**src/rtl/riscv_cpu_pkg.sv**
```systemverilog
// rtl/riscv_cpu_pkg.sv - shared types and defaults for the memory port arbiter
package riscv_cpu_pkg;

  typedef enum logic {
    ARB_IDLE,
    ARB_WAIT_RESP
  } arb_state_e;

  typedef enum logic {
    OWNER_INSTR,
    OWNER_DATA
  } arb_owner_e;

  localparam int MEM_AW_DEF       = 32;
  localparam int MEM_DW_DEF       = 32;
  localparam int ARB_MAX_WAIT_DEF = 4;

endpackage

```
**src/rtl/mem_port_arbiter.sv**
```systemverilog
// rtl/mem_port_arbiter.sv - fetch/LSU arbiter in front of a single-port memory
module mem_port_arbiter
  import riscv_cpu_pkg::*;
#(
  parameter int MEM_AW   = MEM_AW_DEF,
  parameter int MEM_DW   = MEM_DW_DEF,
  parameter int MAX_WAIT = ARB_MAX_WAIT_DEF
) (
  input  logic                clk_i,
  input  logic                rst_i,
  input  logic                instr_req_i,
  input  logic [MEM_AW-1:0]   instr_addr_i,
  output logic                instr_gnt_o,
  output logic                instr_rvalid_o,
  output logic [MEM_DW-1:0]   instr_rdata_o,
  input  logic                data_req_i,
  input  logic                data_we_i,
  input  logic [MEM_DW/8-1:0] data_be_i,
  input  logic [MEM_AW-1:0]   data_addr_i,
  input  logic [MEM_DW-1:0]   data_wdata_i,
  output logic                data_gnt_o,
  output logic                data_rvalid_o,
  output logic [MEM_DW-1:0]   data_rdata_o,
  output logic                mem_req_o,
  output logic                mem_we_o,
  output logic [MEM_DW/8-1:0] mem_be_o,
  output logic [MEM_AW-1:0]   mem_addr_o,
  output logic [MEM_DW-1:0]   mem_wdata_o,
  input  logic                mem_gnt_i,
  input  logic                mem_rvalid_i,
  input  logic [MEM_DW-1:0]   mem_rdata_i,
  output logic                proto_err_o
);

  localparam int BW = MEM_DW / 8;
  localparam int CW = $clog2(MAX_WAIT + 1);
  localparam logic [CW-1:0] STARVE_MAX = CW'(MAX_WAIT);

  arb_state_e    state_q, state_d;
  arb_owner_e    owner_q, owner_d;
  logic [CW-1:0] starve_q;

  logic starved;
  logic pick_data;
  logic pick_instr;
  logic idle;
  logic grant_data;
  logic grant_instr;

  // Fetch overrides data only once it has lost MAX_WAIT grants in a row.
  // Outputs are forced quiet while reset is held, hence the rst_i term in idle.
  assign starved     = instr_req_i && (starve_q == STARVE_MAX);
  assign pick_data   = data_req_i && !starved;
  assign pick_instr  = instr_req_i && !pick_data;
  assign idle        = (state_q == ARB_IDLE) && !rst_i;
  assign grant_data  = idle && pick_data && mem_gnt_i;
  assign grant_instr = idle && pick_instr && mem_gnt_i;

  // Next-state and output decode: memory request mux in IDLE, response routing in WAIT_RESP
  always_comb begin
    state_d        = state_q;
    owner_d        = owner_q;
    mem_req_o      = 1'b0;
    mem_we_o       = 1'b0;
    mem_be_o       = '0;
    mem_addr_o     = '0;
    mem_wdata_o    = '0;
    instr_gnt_o    = 1'b0;
    data_gnt_o     = 1'b0;
    instr_rvalid_o = 1'b0;
    instr_rdata_o  = '0;
    data_rvalid_o  = 1'b0;
    data_rdata_o   = '0;

    unique case (state_q)
      ARB_IDLE: begin
        if (idle && pick_data) begin
          mem_req_o   = 1'b1;
          mem_we_o    = data_we_i;
          mem_be_o    = data_be_i;
          mem_addr_o  = data_addr_i;
          mem_wdata_o = data_wdata_i;
        end else if (idle && pick_instr) begin
          mem_req_o   = 1'b1;
          mem_be_o    = {BW{1'b1}};
          mem_addr_o  = instr_addr_i;
        end
        data_gnt_o  = grant_data;
        instr_gnt_o = grant_instr;
        if (grant_data || grant_instr) begin
          state_d = ARB_WAIT_RESP;
          owner_d = grant_data ? OWNER_DATA : OWNER_INSTR;
        end
      end
      ARB_WAIT_RESP: begin
        if (mem_rvalid_i) begin
          if (owner_q == OWNER_DATA) begin
            data_rvalid_o = 1'b1;
            data_rdata_o  = mem_rdata_i;
          end else begin
            instr_rvalid_o = 1'b1;
            instr_rdata_o  = mem_rdata_i;
          end
          state_d = ARB_IDLE;
        end
      end
      default: state_d = ARB_IDLE;
    endcase
  end

  // State, owner and protocol-error registers; a response seen in IDLE is flagged next cycle
  always_ff @(posedge clk_i or posedge rst_i) begin
    if (rst_i) begin
      state_q     <= ARB_IDLE;
      owner_q     <= OWNER_DATA;
      proto_err_o <= 1'b0;
    end else begin
      state_q     <= state_d;
      owner_q     <= owner_d;
      proto_err_o <= (state_q == ARB_IDLE) && mem_rvalid_i;
    end
  end

  // Starvation counter: counts data wins while fetch waits, cleared once fetch wins or stops asking
  always_ff @(posedge clk_i or posedge rst_i) begin
    if (rst_i) begin
      starve_q <= '0;
    end else if (!instr_req_i || grant_instr) begin
      starve_q <= '0;
    end else if (grant_data && (starve_q != STARVE_MAX)) begin
      starve_q <= starve_q + 1'b1;
    end
  end

endmodule
```
**config.mk**
```make
export PLATFORM = sky130hd
export DESIGN_NAME = mem_port_arbiter
export DESIGN_NICKNAME = d
export VERILOG_FILES = /design/src/rtl/riscv_cpu_pkg.sv /design/src/rtl/mem_port_arbiter.sv
export SDC_FILE = /design/constraint.sdc
export NUM_CORES = 1
export LEC_CHECK = 0
export ABC_AREA = 1
export BUFFER_PORTS_ARGS = -buffer_cell sky130_fd_sc_hd__buf_2
export CORE_AREA = 2 2 107 109
export CTS_BUF_LIST = sky130_fd_sc_hd__clkbuf_2
export CTS_CLUSTER_DIAMETER = 60
export DETAILED_ROUTE_END_ITERATION = 10
export DIE_AREA = 0 0 109 111
export PLACE_DENSITY = 0.48
export RECOVER_POWER = 25
export SYNTH_ARGS = -nofsm -noshare
export SYNTH_HDL_FRONTEND = slang
export SYNTH_SLANG_ARGS = --single-unit
export TNS_END_PERCENT = 100
```
**constraint.sdc**
```tcl
create_clock -name clk_i -period 1.95 [get_ports clk_i]
set_input_delay 0.2925 -clock clk_i [delete_from_list [all_inputs] [get_ports clk_i]]
set_output_delay 0.2925 -clock clk_i [all_outputs]
set_load 0.005 [all_outputs]
```
==> results of run 1 <==
## cell families after synthesis
group | after synthesis
flops | 6
buf+inv | 97
xor+xnor | 1
compound gates | 34
simple gates | 134
fa+ha+maj | 2
## through the flow
stage          hold slack, ns  area [um2]
3_5_place_dp           0.3221        2950
4_1_cts               0.06522        3070
6_report               0.1279        3084
2_1_floorplan         0.09830        1514
5_1_grt                0.1757        3084
3_3_place_gp           0.3215        2950
## worst max path at each step
stage	start	cells after the start	to	slack, ns
after global routing	starve_q[1]	9	mem_addr_o[25]	-0.05
after CTS	starve_q[1]	9	mem_addr_o[5]	0.004
final	starve_q[1]	9	mem_addr_o[25]	0.05
after floorplan	starve_q[0]	7	mem_addr_o[0]	0.44
after global placement	starve_q[0]	7	mem_addr_o[27]	0.07
after detailed placement	starve_q[0]	8	mem_be_o[2]	0.01
## cells in the mapped netlist
cell        n  area share, %
dfrtp_1     5            8.3
nand4_1     2           0.83
nor2_4      1           0.74
o21ai_0     1           0.33
buf_6      15             11
ha_1        2            1.7
buf_4       1           0.50
nand3_1     2           0.66
inv_1      76             19
nor2_1    110             27
xor2_1      1           0.58
dfstp_2     1            1.7
nand2_2     2           0.83
nand2_1    10            2.5
nor2_2      3            1.2
inv_2       5            1.2
nor3_2      2            1.3
o211ai_1    1           0.50
nand3_2     2            1.3
a22o_1     32             19
## flip-flops by register name, summed over array words and instances, names as in the netlist
signal	cells
state_q	1
starve_q	3
owner_q	1
proto_err_o	1
## critical path, delay by kind of cell (launching register included)
| family | cells | cell delay [ns] |
|---|---|---|
| AO/OA/AOI/OAI | 1 | 0.14 |
| AND/OR/NAND/NOR | 3 | 0.25 |
| buffers and inverters | 4 | 0.43 |
| flip-flops | 1 | 0.40 |
| adder cells (fa/ha/maj) | 1 | 0.15 |
## layout make-up
type	count	area [um2]
clock buffer	4	20.02
fill	1230	7993
inverter	81	330.3
multi-input combinational	171	914.6
sequential	6	151.4
tap	143	178.9
timing repair buffer	283	1489
## timing repair
item                                    CTS  global route
setup buffers                             0             1
hold buffers                              0             0
endpoints found under the hold margin     0             0
pin swaps                                 1             1
resized for setup                        10             9
endpoints found under the setup margin   37            89
cloned                                    2             0
## power by group
| part | internal [mW] | switching (mW) |
|---|---|---|
| Combinational | 0.295 | 0.281 |
| Sequential | 0.139 | 0.00787 |
| Clock | 0.0543 | 0.0510 |
## layer usage
metal | up-vias | wire length [um] | global-route usage, %
met5 | - | 0 | 0
met4 | 0 | 48 | 0.8547
met3 | 4 | 612 | 1.411
met2 | 131 | 3934 | 20.58
met1 | 1126 | 2993 | 13.13
li1 | 1351 | - | -
==> run summary, run 1 <==
Final hold vios: 0
Mean post-synth cell area: 5.525 um2
Drt pass-1 iters: 4
R2R depth: 10
Flops & latches, synth: 6
WP data arrival: 1.60 ns
CTS root buf: clkbuf_2
Static leakage: 2.289 nW
Vias per cell: 3.797
RD Place Congestion: 0.8456
DRC viols: 0
Detail Placement HPWL: 6212 um
Simple-gate share of the synthesized area: 36.69%
Largest family of logic cells by synthesized area: simple AND/OR/NAND/NOR gates
Final worst path period need: 1.896 ns
Initial core utilization: 13.67%
Most frequent cells in the layout: buf_2, nor2_1, inv_1
Antenna cells: 0
Slowest-stage cell, CP: dfrtp_1
Final worst slack: 0.05355 ns
Die W: 109 um
Slew @ Worst Pin: 0.3292 ns
Die Y: 111 um
Post-Synth Adder-Cell Area: 1.653%
Drt total wl: 7589 um
Layout cells sized above 1: 54.68%
Reg-to-Reg Start: starve_q[1]
Cell mode on critical path: nand2_2
PortBufs: 277
CTS tree: yes
Post-synthesis sequential area ratio: 10.00%
R2r setup slk: 0.37 ns
Commonest non-fill, non-tap cell in the layout: buf_2
IO Pins: 278
Clock sink count: 6
Setup TNS: 0 ns
Largest net degree at the start of global routing: 34
Multiplexer share of the synthesized area: 0%
Yosys cell types: 20
Tot Pwr: 0.8287 mW
Row cnt: 39
Worst Path Required: 1.66 ns
Num CTS Buffers: 3
Peak Freq: 527.3 MHz
Compound-cell area share of the yosys netlist: 19.34%
Via count: 2612
Vias in the first global route: 2245
Worst-path clk slew: 0.07 ns
CP max stage delay: 0.40 ns
Final non-filler cell total: 688
Final ANT Viol Nets: 0
Placed Cells: 681
Critical path class: reg2out
Clk_lat worst skew: 0.24 ns
Worst path cell trace: inv_2 > ha_4 > nand3_4 > nand2_2 > nand2_2 > inv_4 > buf_12 > a22o_1 > buf_2
Initial drt markers: 80
Crit. End Element: primary output
Final slew viol count: 0
Critical path launch point type: register
Cell Pwr Density: 268.7 nW/um2
Worst reg2reg endpoint: starve_q[1]
VDD IR-drop max: 0.2274 mV
Period utilization: 97.25%
Net count, final: 687
Setup violations, final: 0
Place WS: 0.01265 ns
Worst-path maximum fanout: 16
CTS H-tree depth: 1
First-pass GRT wire length: 10720 um
Syn Std Cell Area: 1514 um2
CORE AREA: 11080 um2
YS warnings: 0
Clock skew: 0.01547 ns
WL per Instance: 11.03 um
Status: completed
HP Class: in2async
Die ar.: 12100 um2
GRT Overall Usage: 10.82%
Initial antenna violation count: 0
Global route overflow: 0
Fin util: 27.84%
RSZ-0062 raised after global routing: true
CTS max path bufs: 2
P&R area growth vs syn: 103.7%
Syn_nets: 415
Max-Cap Viols: 0
Slew HR: 78.05%
Cell count after synthesis: 274
Synth Area in XOR/XNOR: 0.5785%
Note: power is estimated with default switching activity, not from simulation.
==> run 2: changes to the inputs <==
==> constraint.sdc (replaced) <==
create_clock -name clk_i -period 1.8 [get_ports clk_i]
set_input_delay 0.27 -clock clk_i [delete_from_list [all_inputs] [get_ports clk_i]]
set_output_delay 0.27 -clock clk_i [all_outputs]
set_load 0.005 [all_outputs]
==> run 2 against run 1 <==
The run now ends with negative setup slack left. Flip-flop and latch count stayed put. Die area stayed put. Core utilization is 2.3 points higher. Cell count is 1.9% higher. Final area is 8.4% higher. Routed wire length is 5.2% higher. Setup slack worse by 0.14 ns. Combinational power is 20% higher. Via count is 5.2% higher. Clock power is 8% higher. Register-to-register slack worse by 0.17 ns. Critical path type unchanged. Largest power group unchanged. Highest routed layer unchanged.
==> run summary, run 2 (synthesized netlist as in run 1, its figures left out) <==
Max reg flops: 3 (unchanged)
Metal2 WL: 4252 um (was 3934 um)
Seq pwr share: 16.4% (was 17.7%)
Cell mode on critical path: nand2_4 (was nand2_2)
Slew HR: 78.96% (was 78.05%)
RSZ-0062 raised after global routing: true (unchanged)
Initial drt markers: 96 (was 80)
Most frequent cells in the layout: buf_2, nor2_1, inv_1 (unchanged)
Crit. path cell count: 9 (unchanged)
Min Hold Slack: 0.09508 ns (was 0.1279 ns)
Final instance area: 3342 um2 (was 3084 um2)
Clock skew: 0.008985 ns (was 0.01547 ns)
Commonest non-fill, non-tap cell in the layout: buf_2 (unchanged)
First-pass GRT wire length: 10980 um (was 10720 um)
Cell Pwr Density: 288.8 nW/um2 (was 268.7 nW/um2)
Reg-to-Reg Start: starve_q[1] (unchanged)
DRC viols: 0 (unchanged)
RD Place Congestion: 0.8346 (was 0.8456)
NetSw: 0.4005 mW (was 0.3403 mW)
Drt total wl: 7985 um (was 7589 um)
CORE AREA: 11080 um2 (unchanged)
Final slew viol count: 0 (unchanged)
Final non-filler cell total: 701 (was 688)
Die W: 109 um (unchanged)
Die ar.: 12100 um2 (unchanged)
Met3 WL: 664 um (was 612 um)
Fillers: 1232 (was 1230)
Drt pass-1 iters: 4 (unchanged)
Worst path cell trace: inv_2 > ha_4 > nand3_4 > nand2_4 > nand2_4 > inv_8 > clkbuf_16 > a22o_1 > buf_2 (was inv_2 > ha_4 > nand3_4 > nand2_2 > nand2_2 > inv_4 > buf_12 > a22o_1 > buf_2)
Setup TNS: -4.123 ns (was 0 ns)
M1 WL: 3055 um (was 2993 um)
Critical path class: reg2out (unchanged)
Final hold vios: 0 (unchanged)
Critical path launch point type: register (unchanged)
Sw frac: 41.50% (was 41.06%)
CTS H-tree depth: 1 (unchanged)
Status: finished with violations (was completed)
Initial antenna violation count: 0 (unchanged)
Worst-path clk slew: 0.07 ns (about the same)
Max-Cap Viols: 0 (unchanged)
Clock sink count: 6 (unchanged)
IO Pins: 278 (unchanged)
Peak Freq: 528.9 MHz
Place WS: -0.04397 ns (was 0.01265 ns)
Clk_lat worst skew: 0.24 ns (about the same)
R2r setup slk: 0.20 ns (was 0.37 ns)
Row cnt: 39 (unchanged)
Placed Cells: 683 (was 681)
Detail Placement HPWL: 6360 um (was 6212 um)
R2R depth: 11 (was 10)
Largest Register: starve_q (unchanged)
Largest net degree at the start of global routing: 34 (unchanged)
Num CTS Buffers: 3 (unchanged)
Slowest-stage cell, CP: dfrtp_1 (unchanged)
Final ANT Viol Nets: 0 (unchanged)
Via count: 2749 (was 2612)
Global route overflow: 0 (unchanged)
Net count, final: 700 (was 687)
Worst Path Required: 1.53 ns (was 1.66 ns)
Comb pwr share: 71.9% (was 69.6%)
CP delay by family, top: buffers and inverters (unchanged)
Dpl cell area: 2978 um2 (was 2950 um2)
CTS max path bufs: 2 (unchanged)
Static leakage: 2.390 nW (was 2.289 nW)
Layout cells sized above 1: 61.83% (was 54.68%)
Worst reg2reg endpoint: starve_q[1] (unchanged)
Number of buffers and inverters on the critical path: 4 (unchanged)
Final worst path period need: 1.891 ns
Antenna cells: 0 (unchanged)
Setup violations, final: 71 (was 0)
Worst-path maximum fanout: 6 (was 16)
Initial core utilization: 13.67% (unchanged)
PortBufs: 277 (unchanged)
Failing checks: negative setup slack
Slew @ Worst Pin: 0.3156 ns (was 0.3292 ns)
Crit. End Element: primary output (unchanged)
CTS root buf: clkbuf_2 (unchanged)
VDD IR-drop max: 0.3593 mV (was 0.2274 mV)
Period utilization: 105.0%
HP Class: in2async (unchanged)
Vias per cell: 3.922 (was 3.797)
Top Metal Used: met4 (unchanged)
Clock share of power: 11.7% (was 12.7%)
Final worst slack: -0.09075 ns (was 0.05355 ns)
Vias in the first global route: 2375 (was 2245)
P&R area growth vs syn: 120.7% (was 103.7%)
CP max stage delay: 0.40 ns (about the same)
WL per Instance: 11.39 um (was 11.03 um)
Die Y: 111 um (unchanged)
Internal power: 0.5645 mW (was 0.4884 mW)
GRT Overall Usage: 11.12% (was 10.82%)
WP data arrival: 1.62 ns (was 1.60 ns)
CTS tree: yes (unchanged)
[run 2: cell type report]
type / count / area [um2] / share of cell area (%)
repair buffers: 295 / 1644 / 49.20
clock buffers: 4 / 20.02 / 0.5990
well taps: 143 / 178.9 / 5.354
multi-input cells: 171 / 1006 / 30.10
repair inverters: 1 / 6.256 / 0.1872
inverters: 81 / 335.3 / 10.03
flip-flops and latches: 6 / 151.4 / 4.530
[run 2: through the flow]
stage	power, mW	utilization (%)
after floorplan	0.4476	-
after global placement	0.7542	26.88
after detailed placement	0.7587	26.88
after CTS	0.9387	28.78
after global routing	1.053	30.17
final	0.9650	30.17
[run 2: worst max path at each step]
| stage | startpoint | to |
|---|---|---|
| final | starve_q[1] | mem_addr_o[31] |
| after global routing | starve_q[1] | mem_be_o[2] |
| after CTS | starve_q[0] | mem_be_o[0] |
| after detailed placement | starve_q[0] | mem_addr_o[5] |
| after global placement | starve_q[0] | mem_addr_o[27] |
| after floorplan | starve_q[0] | mem_addr_o[0] |
[run 2: worst register-to-register path, stage by stage (launching register included)]
cell	delay (ns)
dfrtp_1	0.38
inv_2	0.07
ha_4	0.17
nand3_4	0.10
nand3_4	0.11
buf_8	0.16
buf_8	0.13
nor2_2	0.10
nand2_1	0.11
nand2_1	0.07
nand2_1	0.04
nor2_1	0.09
[run 2: power by group through the flow]
stage	Sequential, mW	Combinational, mW	Clock, mW
floorplan	0.160	0.287	0
global placement	0.161	0.593	0
detailed placement	0.161	0.598	0
CTS	0.159	0.663	0.117
global route	0.160	0.769	0.124
finish	0.159	0.694	0.113
[run 2: timing repair]
action                                  CTS  global route
buffers inserted                          8             1
cloned                                    2             3
pin swaps                                 3             6
gates resized for setup                  23            33
hold buffers                              0             0
endpoints found under the setup margin  102           118
[run 2: routing by layer]
layer  vias to the layer above  GRT usage (%)
li1                       1375              -
met4                         0         0.8547
met1                      1241          12.85
met2                       130          21.66
met3                         3          1.822
met5                         -              0
